--- config.mk ---
export PLATFORM = sky130hd
export DESIGN_NAME = sat_round_scaler
export DESIGN_NICKNAME = d
export VERILOG_FILES = /design/src/rtl/sat_round_scaler.sv
export SDC_FILE = /design/constraint.sdc
export NUM_CORES = 2
export LEC_CHECK = 0
export CORE_AREA = 2 2 480 482
export DETAILED_ROUTE_END_ITERATION = 6
export DIE_AREA = 0 0 482 484
export SLEW_MARGIN = 20
export SYNTH_ARGS = -nofsm -noshare
export SYNTH_HDL_FRONTEND = slang
export SYNTH_SLANG_ARGS = --single-unit
--- constraint.sdc ---
create_clock -name clk -period 2.5 [get_ports clk]
set_input_delay 0.5 -clock clk [delete_from_list [all_inputs] [get_ports clk]]
set_output_delay 0.5 -clock clk [all_outputs]
set_load 0.05 [all_outputs]
--- src/rtl/sat_round_scaler.sv ---
// Rounds (half toward +inf) and saturates complex multiplier products per lane, with frame start/end tagging.
// Latency: 2 cycles from accepted block to out_valid. No backpressure: one block per cycle, always accepted.
// Define SAT_ROUND_SCALER_SAT_CNT_EN to add the sticky 16-bit sat_count block statistic.
module sat_round_scaler #(
  parameter int NUM_PARALLEL_PATHS = 16,
  parameter int DATA_IN_WIDTH      = 25,
  parameter int DATA_OUT_WIDTH     = 13,
  parameter int SHIFT              = 7,
  parameter int FRAME_BLOCKS       = 32
) (
  input  logic                                                      clk,
  input  logic                                                      rstn,
  input  logic                                                      in_valid,
  input  logic signed [0:NUM_PARALLEL_PATHS-1][DATA_IN_WIDTH-1:0]   in_re,
  input  logic signed [0:NUM_PARALLEL_PATHS-1][DATA_IN_WIDTH-1:0]   in_im,
  output logic                                                      out_valid,
  output logic signed [0:NUM_PARALLEL_PATHS-1][DATA_OUT_WIDTH-1:0]  out_re,
  output logic signed [0:NUM_PARALLEL_PATHS-1][DATA_OUT_WIDTH-1:0]  out_im,
  output logic                                                      out_frame_start,
  output logic                                                      out_frame_end,
  output logic                                                      sat_flag
`ifdef SAT_ROUND_SCALER_SAT_CNT_EN
  ,
  output logic [15:0]                                               sat_count
`endif
);

  localparam int NL    = NUM_PARALLEL_PATHS;
  localparam int DO    = DATA_OUT_WIDTH;
  localparam int RW    = DATA_IN_WIDTH + 1;
  localparam int CNT_W = (FRAME_BLOCKS > 1) ? $clog2(FRAME_BLOCKS) : 1;

  localparam logic [CNT_W-1:0]     CNT_LAST = CNT_W'(FRAME_BLOCKS - 1);
  localparam logic signed [RW-1:0] RND_BIAS = {{(RW-1){1'b0}}, 1'b1} << (SHIFT - 1);
  localparam logic signed [RW-1:0] R_MAX    = {{(RW-DO+1){1'b0}}, {(DO-1){1'b1}}};
  localparam logic signed [RW-1:0] R_MIN    = {{(RW-DO+1){1'b1}}, {(DO-1){1'b0}}};
  localparam logic [DO-1:0]        O_MAX    = {1'b0, {(DO-1){1'b1}}};
  localparam logic [DO-1:0]        O_MIN    = {1'b1, {(DO-1){1'b0}}};

  // One guard bit keeps the bias addition from overflowing at the positive rail.
  function automatic logic signed [RW-1:0] round_shift(input logic [DATA_IN_WIDTH-1:0] x);
    logic signed [RW-1:0] xe;
    xe = $signed({x[DATA_IN_WIDTH-1], x});
    xe = xe + RND_BIAS;
    return xe >>> SHIFT;
  endfunction

  // Returns {saturated, clamped sample}.
  function automatic logic [DO:0] clamp(input logic signed [RW-1:0] r);
    if (r > R_MAX)
      return {1'b1, O_MAX};
    else if (r < R_MIN)
      return {1'b1, O_MIN};
    else
      return {1'b0, r[DO-1:0]};
  endfunction

  logic [CNT_W-1:0]     blk_cnt;
  logic                 v1;
  logic                 fs1;
  logic                 fe1;
  logic signed [RW-1:0] s1_re [NL];
  logic signed [RW-1:0] s1_im [NL];
  logic signed [RW-1:0] rnd_re [NL];
  logic signed [RW-1:0] rnd_im [NL];
  logic [DO:0]          cl_re [NL];
  logic [DO:0]          cl_im [NL];
  logic                 sat_any;

  always_comb begin
    sat_any = 1'b0;
    for (int i = 0; i < NL; i++) begin
      rnd_re[i] = round_shift(in_re[i]);
      rnd_im[i] = round_shift(in_im[i]);
      cl_re[i]  = clamp(s1_re[i]);
      cl_im[i]  = clamp(s1_im[i]);
      sat_any   = sat_any | cl_re[i][DO] | cl_im[i][DO];
    end
  end

  always_ff @(posedge clk or negedge rstn) begin
    if (!rstn) begin
      blk_cnt         <= '0;
      v1              <= 1'b0;
      fs1             <= 1'b0;
      fe1             <= 1'b0;
      out_valid       <= 1'b0;
      out_frame_start <= 1'b0;
      out_frame_end   <= 1'b0;
      sat_flag        <= 1'b0;
      out_re          <= '0;
      out_im          <= '0;
      for (int i = 0; i < NL; i++) begin
        s1_re[i] <= '0;
        s1_im[i] <= '0;
      end
    end else begin
      // Frame tags ride the valid pipeline so they are never seen without out_valid.
      v1              <= in_valid;
      fs1             <= in_valid && (blk_cnt == '0);
      fe1             <= in_valid && (blk_cnt == CNT_LAST);
      out_valid       <= v1;
      out_frame_start <= fs1;
      out_frame_end   <= fe1;
      if (in_valid) begin
        blk_cnt <= (blk_cnt == CNT_LAST) ? '0 : blk_cnt + CNT_W'(1);
        for (int i = 0; i < NL; i++) begin
          s1_re[i] <= rnd_re[i];
          s1_im[i] <= rnd_im[i];
        end
      end
      if (v1) begin
        sat_flag <= sat_any;
        for (int i = 0; i < NL; i++) begin
          out_re[i] <= cl_re[i][DO-1:0];
          out_im[i] <= cl_im[i][DO-1:0];
        end
      end
    end
  end

`ifdef SAT_ROUND_SCALER_SAT_CNT_EN
  // Counts blocks, not lanes, and sticks at full scale.
  always_ff @(posedge clk or negedge rstn) begin
    if (!rstn)
      sat_count <= '0;
    else if (v1 && sat_any && (sat_count != 16'hFFFF))
      sat_count <= sat_count + 16'd1;
  end
`endif

endmodule

## Yosys cells after proc, flatten, opt, wreduce, memory -nomap -nowiden

Index checks and enable logic that the tools add are counted.

- Register bits: 1036
- Bits of input ports: 803

- Add/sub/neg operators: 33
- $lt $le $gt $ge: 64
- Equality and inequality tests: 1
- Mux-type cells: 65
- Bitwise gates (word level): 31
- Reductions and logical operators: 3

Operator list:

| operator | count |
|---|---|
| 14-bit 2-to-1 mux | 64 |
| 25-bit by 8-bit adder with 26-bit output (second input constant) | 32 |
| 19-bit by 13-bit > comparator with 1-bit output (second input constant) | 32 |
| 19-bit by 13-bit < comparator with 1-bit output (second input constant) | 32 |
| 1-bit OR | 31 |
| 5-bit by 1-bit adder with 5-bit output (second input constant) | 1 |
| 5-bit == test (second input constant) | 1 |
| 5-bit zero test | 1 |
| 5-bit 2-to-1 mux | 1 |
| 1-bit logical AND | 2 |

## Longest topological paths before layout

- Word-level depth: 34
- Depth in mapped cells: 7

## Worst setup path before layout

No wires, ideal clock.

- Kind: input-to-reg
- Start: input in_im[156] (netlist name)
- End: register s1_im[173] (netlist name)
- Setup time: 77 ps
- Arrival time: 1813 ps
- Path slack: 610 ps
- Cell stages on the path: 7
- Path buffers: 0
- Cells stage by stage: ha_1 -> nand3_1 -> nor4_1 -> and4_1 -> nand2b_1 -> xor2_1 -> a21oi_1

- Word-level cells in the longest chain between the ends: 1

Ends and longest elaborated chain:

| item | RTL line | RTL |
|---|---|---|
| start, declared | 15 | `input logic signed [0:NUM_PARALLEL_PATHS-1][DATA_IN_WIDTH-1:0] in_im,` |
| 25-bit by 8-bit adder with 26-bit output | 44 | `xe = xe + RND_BIAS;` |
| end signal, assigned by index | 109 | `s1_im[i] <= rnd_im[i];` |
| end, declared | 63 | `logic signed [RW-1:0] s1_im [NL];` |

Every way passes these cells.
A chain may end at the register's enable or synchronous reset.

## Worst setup path in the final report

- Start: register out_valid
- End: output out_valid

RTL lines:

| item | RTL line | RTL |
|---|---|---|
| start, declared | 16 | `output logic out_valid,` |
| start signal, assigned | 102 | `out_valid <= v1;` |

No word-level cell between the ends.

==> impl_metrics.sql <==
INSERT INTO impl_metrics (metric_group, metric, value, unit) VALUES
('die', 'floorplan.io_pins', '1223', ''),
('route', 'detailedRoute.firstIterationViolations', '2803', ''),
('cells_and_area', 'synthToLayoutAreaGrowth', '39.8', '%'),
('power', 'power_density', '712', 'nW/um^2'),
('power', 'total_leakage_power', '27.3', 'nW'),
('cts', 'tritoncts', 'built', ''),
('die', 'die_area', '233000', 'sq um'),
('grt', 'first_pass_grt_wire_length', '291000', 'microns'),
('setup_path', 'critical-path-top-delay-family', 'buffers and inverters', ''),
('route', 'wire_per_inst', '20.4', 'microns'),
('cts', 'clock_tree.root_cell', 'sky130_fd_sc_hd__clkbuf_16', ''),
('setup_path', 'worstSetupEndpointType', 'primary output', ''),
('power', 'p_int', '32.7', 'mW'),
('power', 'power.ir.vdd_worst', '0.560', 'mV'),
('setup_path', 'biggest_fanout_along_the_worst_timing_path', '1', ''),
('setup_path', 'cp.arrival', '1.88', 'ns'),
('grt', 'grt_start_max_net_pins', '147', ''),
('grt', 'vias_in_the_first_global_route', '44219', ''),
('placed_design', 'io_buffers', '1030', ''),
('setup_path', 'critical_path.slowest_cell', 'sky130_fd_sc_hd__clkdlybuf4s50_1', ''),
('timing', 'final.period_utilization', '95.1', '%'),
('synth', 'synth_area_per_cell', '9.14', 'sq um'),
('cells_and_area', 'post_route_cells_drive_above_1_share', '11.0', '%'),
('cts', 'htree_levels', '3', ''),
('cells_and_area', 'fillCellCount', '23998', ''),
('timing', 'worst_clock_skew', '0.0330', 'ns'),
('die', 'placement_rows', '176', ''),
('cells_and_area', 'commonest_non_fill_non_tap_cell_in_the_layout', 'sky130_fd_sc_hd__dfrtp_1', ''),
('synth', 'synthesis.yosys.warnings', '0', ''),
('cts', 'clk_transition_reported_paths', '0.06', 'ns'),
('grt', 'grt_overflow', '0', ''),
('synth', 'syn_area', '49600', 'sq um'),
('power', 'clock_power_share', '36.3', '%'),
('outcome', 'outcome', 'finished, final reports clean', ''),
('synth', 'postSynthCellCount', '5433', ''),
('timing', 'setup_violation_total_in_the_final_timing_report', '0', ''),
('cts', 'cts_sinks', '1036', ''),
('placed_design', 'detailed_place_hpwl', '158000', 'microns'),
('route', 'drcViolationCount', '0', ''),
('timing', 'rsz0062_at_grt', 'false', ''),
('timing', 'relSlewSlack', '34.3', '%'),
('cts', 'clk_path_buf_depth', '3', ''),
('placed_design', 'dp.cells', '9550', ''),
('route', 'detailed_route_wl', '200000', 'microns'),
('power', 'finalPower', '49.4', 'mW'),
('synth', 'synthesis.nets', '6271', ''),
('timing', 'slew_viol_final', '0', ''),
('setup_path', 'cp.buffers_inverters', '1', ''),
('timing', 'post-route-worst-setup-slack', '0.122', 'ns'),
('timing', 'timing.final.crit_period', '2.38', 'ns'),
('die', 'design.core.area', '229000', 'sq um'),
('timing', 'max_slew.worst_pin.slew', '0.982', 'ns'),
('route', 'drt-vias-per-instance', '4.55', ''),
('synth', 'ys.flop_type', 'sky130_fd_sc_hd__dfrtp_1', ''),
('synth', 'synth_async_sr_flop_share', '100', '%'),
('die', 'die_height', '484', 'microns'),
('synth', 'synth_sequential_area_ratio', '52.2', '%'),
('timing', 'finalHoldViolCount', '0', ''),
('cells_and_area', 'area.sequential', '25900', 'sq um'),
('placed_design', 'dp_worst_setup_slack', '-0.284', 'ns'),
('power', 'p_comb_share', '23.2', '%'),
('job', 'max_cap_violation_count', '0', ''),
('cells_and_area', 'multi_input_area', '22000', 'sq um'),
('grt', 'antenna_found_initial', '64', ''),
('setup_path', 'criticalPathCategory', 'reg -> out', ''),
('grt', 'grt_util_all_layers', '16.6', '%'),
('route', 'vias', '44717', ''),
('synth', 'ys_seq_elements', '1036', ''),
('setup_path', 'critical_path_source_type', 'register', ''),
('route', 'drt_first_pass_iters', '5', ''),
('synth', 'synth_edf_count', '0', '');
[state kept, by name, summed over array words and instances (netlist names)]
name,count
blk_cnt,5
fe1,1
fs1,1
out_frame_end,1
out_frame_start,1
out_im,208
out_re,208
out_valid,1
s1_im,304
s1_re,304
sat_flag,1
v1,1
[power by group through the flow]
stage | sequential, mW | combinational (mW) | clock [mW]
after global routing | 20.2 | 12.3 | 19.2
after floorplan | 23.1 | 3.18 | 0
after global placement | 20.2 | 12.0 | 0
after detailed placement | 20.2 | 12.0 | 0
final | 20.0 | 11.5 | 18.0
after CTS | 20.0 | 11.6 | 18.5
[path summary, 6_finish.rpt]
kind | endpoint | slack, ns | startpoint | cells after the start
setup / recovery | out_valid | 0.12 | out_valid$_DFF_PN0_ | 1
hold / removal | s1_im[41]$_DFFE_PN0P_ | 0.11 | in_valid | 2
setup reg to reg | sat_flag$_DFFE_PN0P_ | 0.13 | s1_re[69]$_DFFE_PN0P_ | 8
hold reg to reg | out_frame_start$_DFF_PN0_ | 0.36 | fs1$_DFF_PN0_ | 0
max in group asynchronous | out_re[95]$_DFFE_PN0P_ | 1.18 | rstn | 4
min in group asynchronous | s1_im[9]$_DFFE_PN0P_ | 0.41 | rstn | 2
[final cells by class]
cell class                 instances  area share [%]
multi-input combinational       3899            31.6
tap                             3026            5.46
clock buffer                     170            5.05
sequential                      1036            37.4
inverter                         216            1.17
antenna                           44           0.159
clock inverter                    54           0.703
timing repair buffer            1375            18.5
[what timing repair did]
action	4_1_cts	5_1_grt
endpoints found under the hold margin	16	0
setup endpoints to repair	337	1
hold buffers	1	0
setup buffers	0	1
gates resized for setup	342	10
pin swaps	0	1
[Yosys cell counts, types with 2 or more instances]
cell type / number / area share (%)
sky130_fd_sc_hd__and2_1: 26 / 0.33
sky130_fd_sc_hd__nor3_1: 51 / 0.51
sky130_fd_sc_hd__o211ai_1: 144 / 2.2
sky130_fd_sc_hd__nor4b_1: 4 / 0.071
sky130_fd_sc_hd__nand4_1: 133 / 1.7
sky130_fd_sc_hd__xor2_1: 294 / 5.2
sky130_fd_sc_hd__nand2b_1: 7 / 0.088
sky130_fd_sc_hd__ha_1: 35 / 0.88
sky130_fd_sc_hd__nor3b_1: 4 / 0.061
sky130_fd_sc_hd__a31o_2: 4 / 0.071
sky130_fd_sc_hd__nand3_1: 193 / 1.9
sky130_fd_sc_hd__xnor2_1: 243 / 4.3
sky130_fd_sc_hd__a21oi_1: 1017 / 10
sky130_fd_sc_hd__buf_1: 14 / 0.11
sky130_fd_sc_hd__and4_1: 43 / 0.76
sky130_fd_sc_hd__or4_1: 4 / 0.061
sky130_fd_sc_hd__inv_1: 216 / 1.6
sky130_fd_sc_hd__or3_1: 14 / 0.18
sky130_fd_sc_hd__nor4_2: 3 / 0.076
sky130_fd_sc_hd__a31oi_1: 8 / 0.10
sky130_fd_sc_hd__nor2_1: 976 / 7.4
sky130_fd_sc_hd__dfrtp_1: 1036 / 52
sky130_fd_sc_hd__o311ai_0: 11 / 0.19
sky130_fd_sc_hd__or2_2: 5 / 0.063
sky130_fd_sc_hd__and3_1: 82 / 1.0
sky130_fd_sc_hd__o22ai_1: 14 / 0.18
sky130_fd_sc_hd__or4_4: 2 / 0.045
sky130_fd_sc_hd__o21ai_0: 206 / 2.1
sky130_fd_sc_hd__nand3b_1: 6 / 0.091
sky130_fd_sc_hd__clkbuf_1: 267 / 2.0
sky130_fd_sc_hd__o21a_1: 2 / 0.030
sky130_fd_sc_hd__nand4bb_1: 4 / 0.091
sky130_fd_sc_hd__nand2_1: 245 / 1.9
sky130_fd_sc_hd__mux2_2: 70 / 1.6
sky130_fd_sc_hd__nor4_1: 40 / 0.50
[per-stage QoR]
step,utilization (%),instance area [sq um],TNS [ns],hold slack (ns)
after global routing,30.3,69400,0,0.0834
after global placement,28.7,65600,-0.718,0.337
after detailed placement,28.7,65600,-0.749,0.336
after CTS,30.3,69200,0,0.00587
final,30.4,69400,0,0.114
after floorplan,-,49600,0,0.204
[kinds of logic (layout without fill, tap and decap cells)]
| group | after synthesis | in the layout | share of synthesized area [%] |
|---|---|---|---|
| compound gates | 1409 | 1409 | 15.1 |
| xor+xnor | 537 | 537 | 9.48 |
| fa+ha+maj | 35 | 35 | 0.882 |
| buf+inv | 498 | 1815 | 3.77 |
| flops | 1036 | 1036 | 52.2 |
| mux | 70 | 70 | 1.59 |
| other cells | 0 | 44 | 0 |
| simple gates | 1848 | 1848 | 16.9 |
[layer usage]
layer	up-vias	track usage, %	wire length (microns)
met3	302	5.31	17800
met4	18	7.01	7880
li1	21206	-	-
met5	-	0	117
met1	21734	20.3	82300
met2	1457	26.7	92100
(Power assumes the default switching activity.)
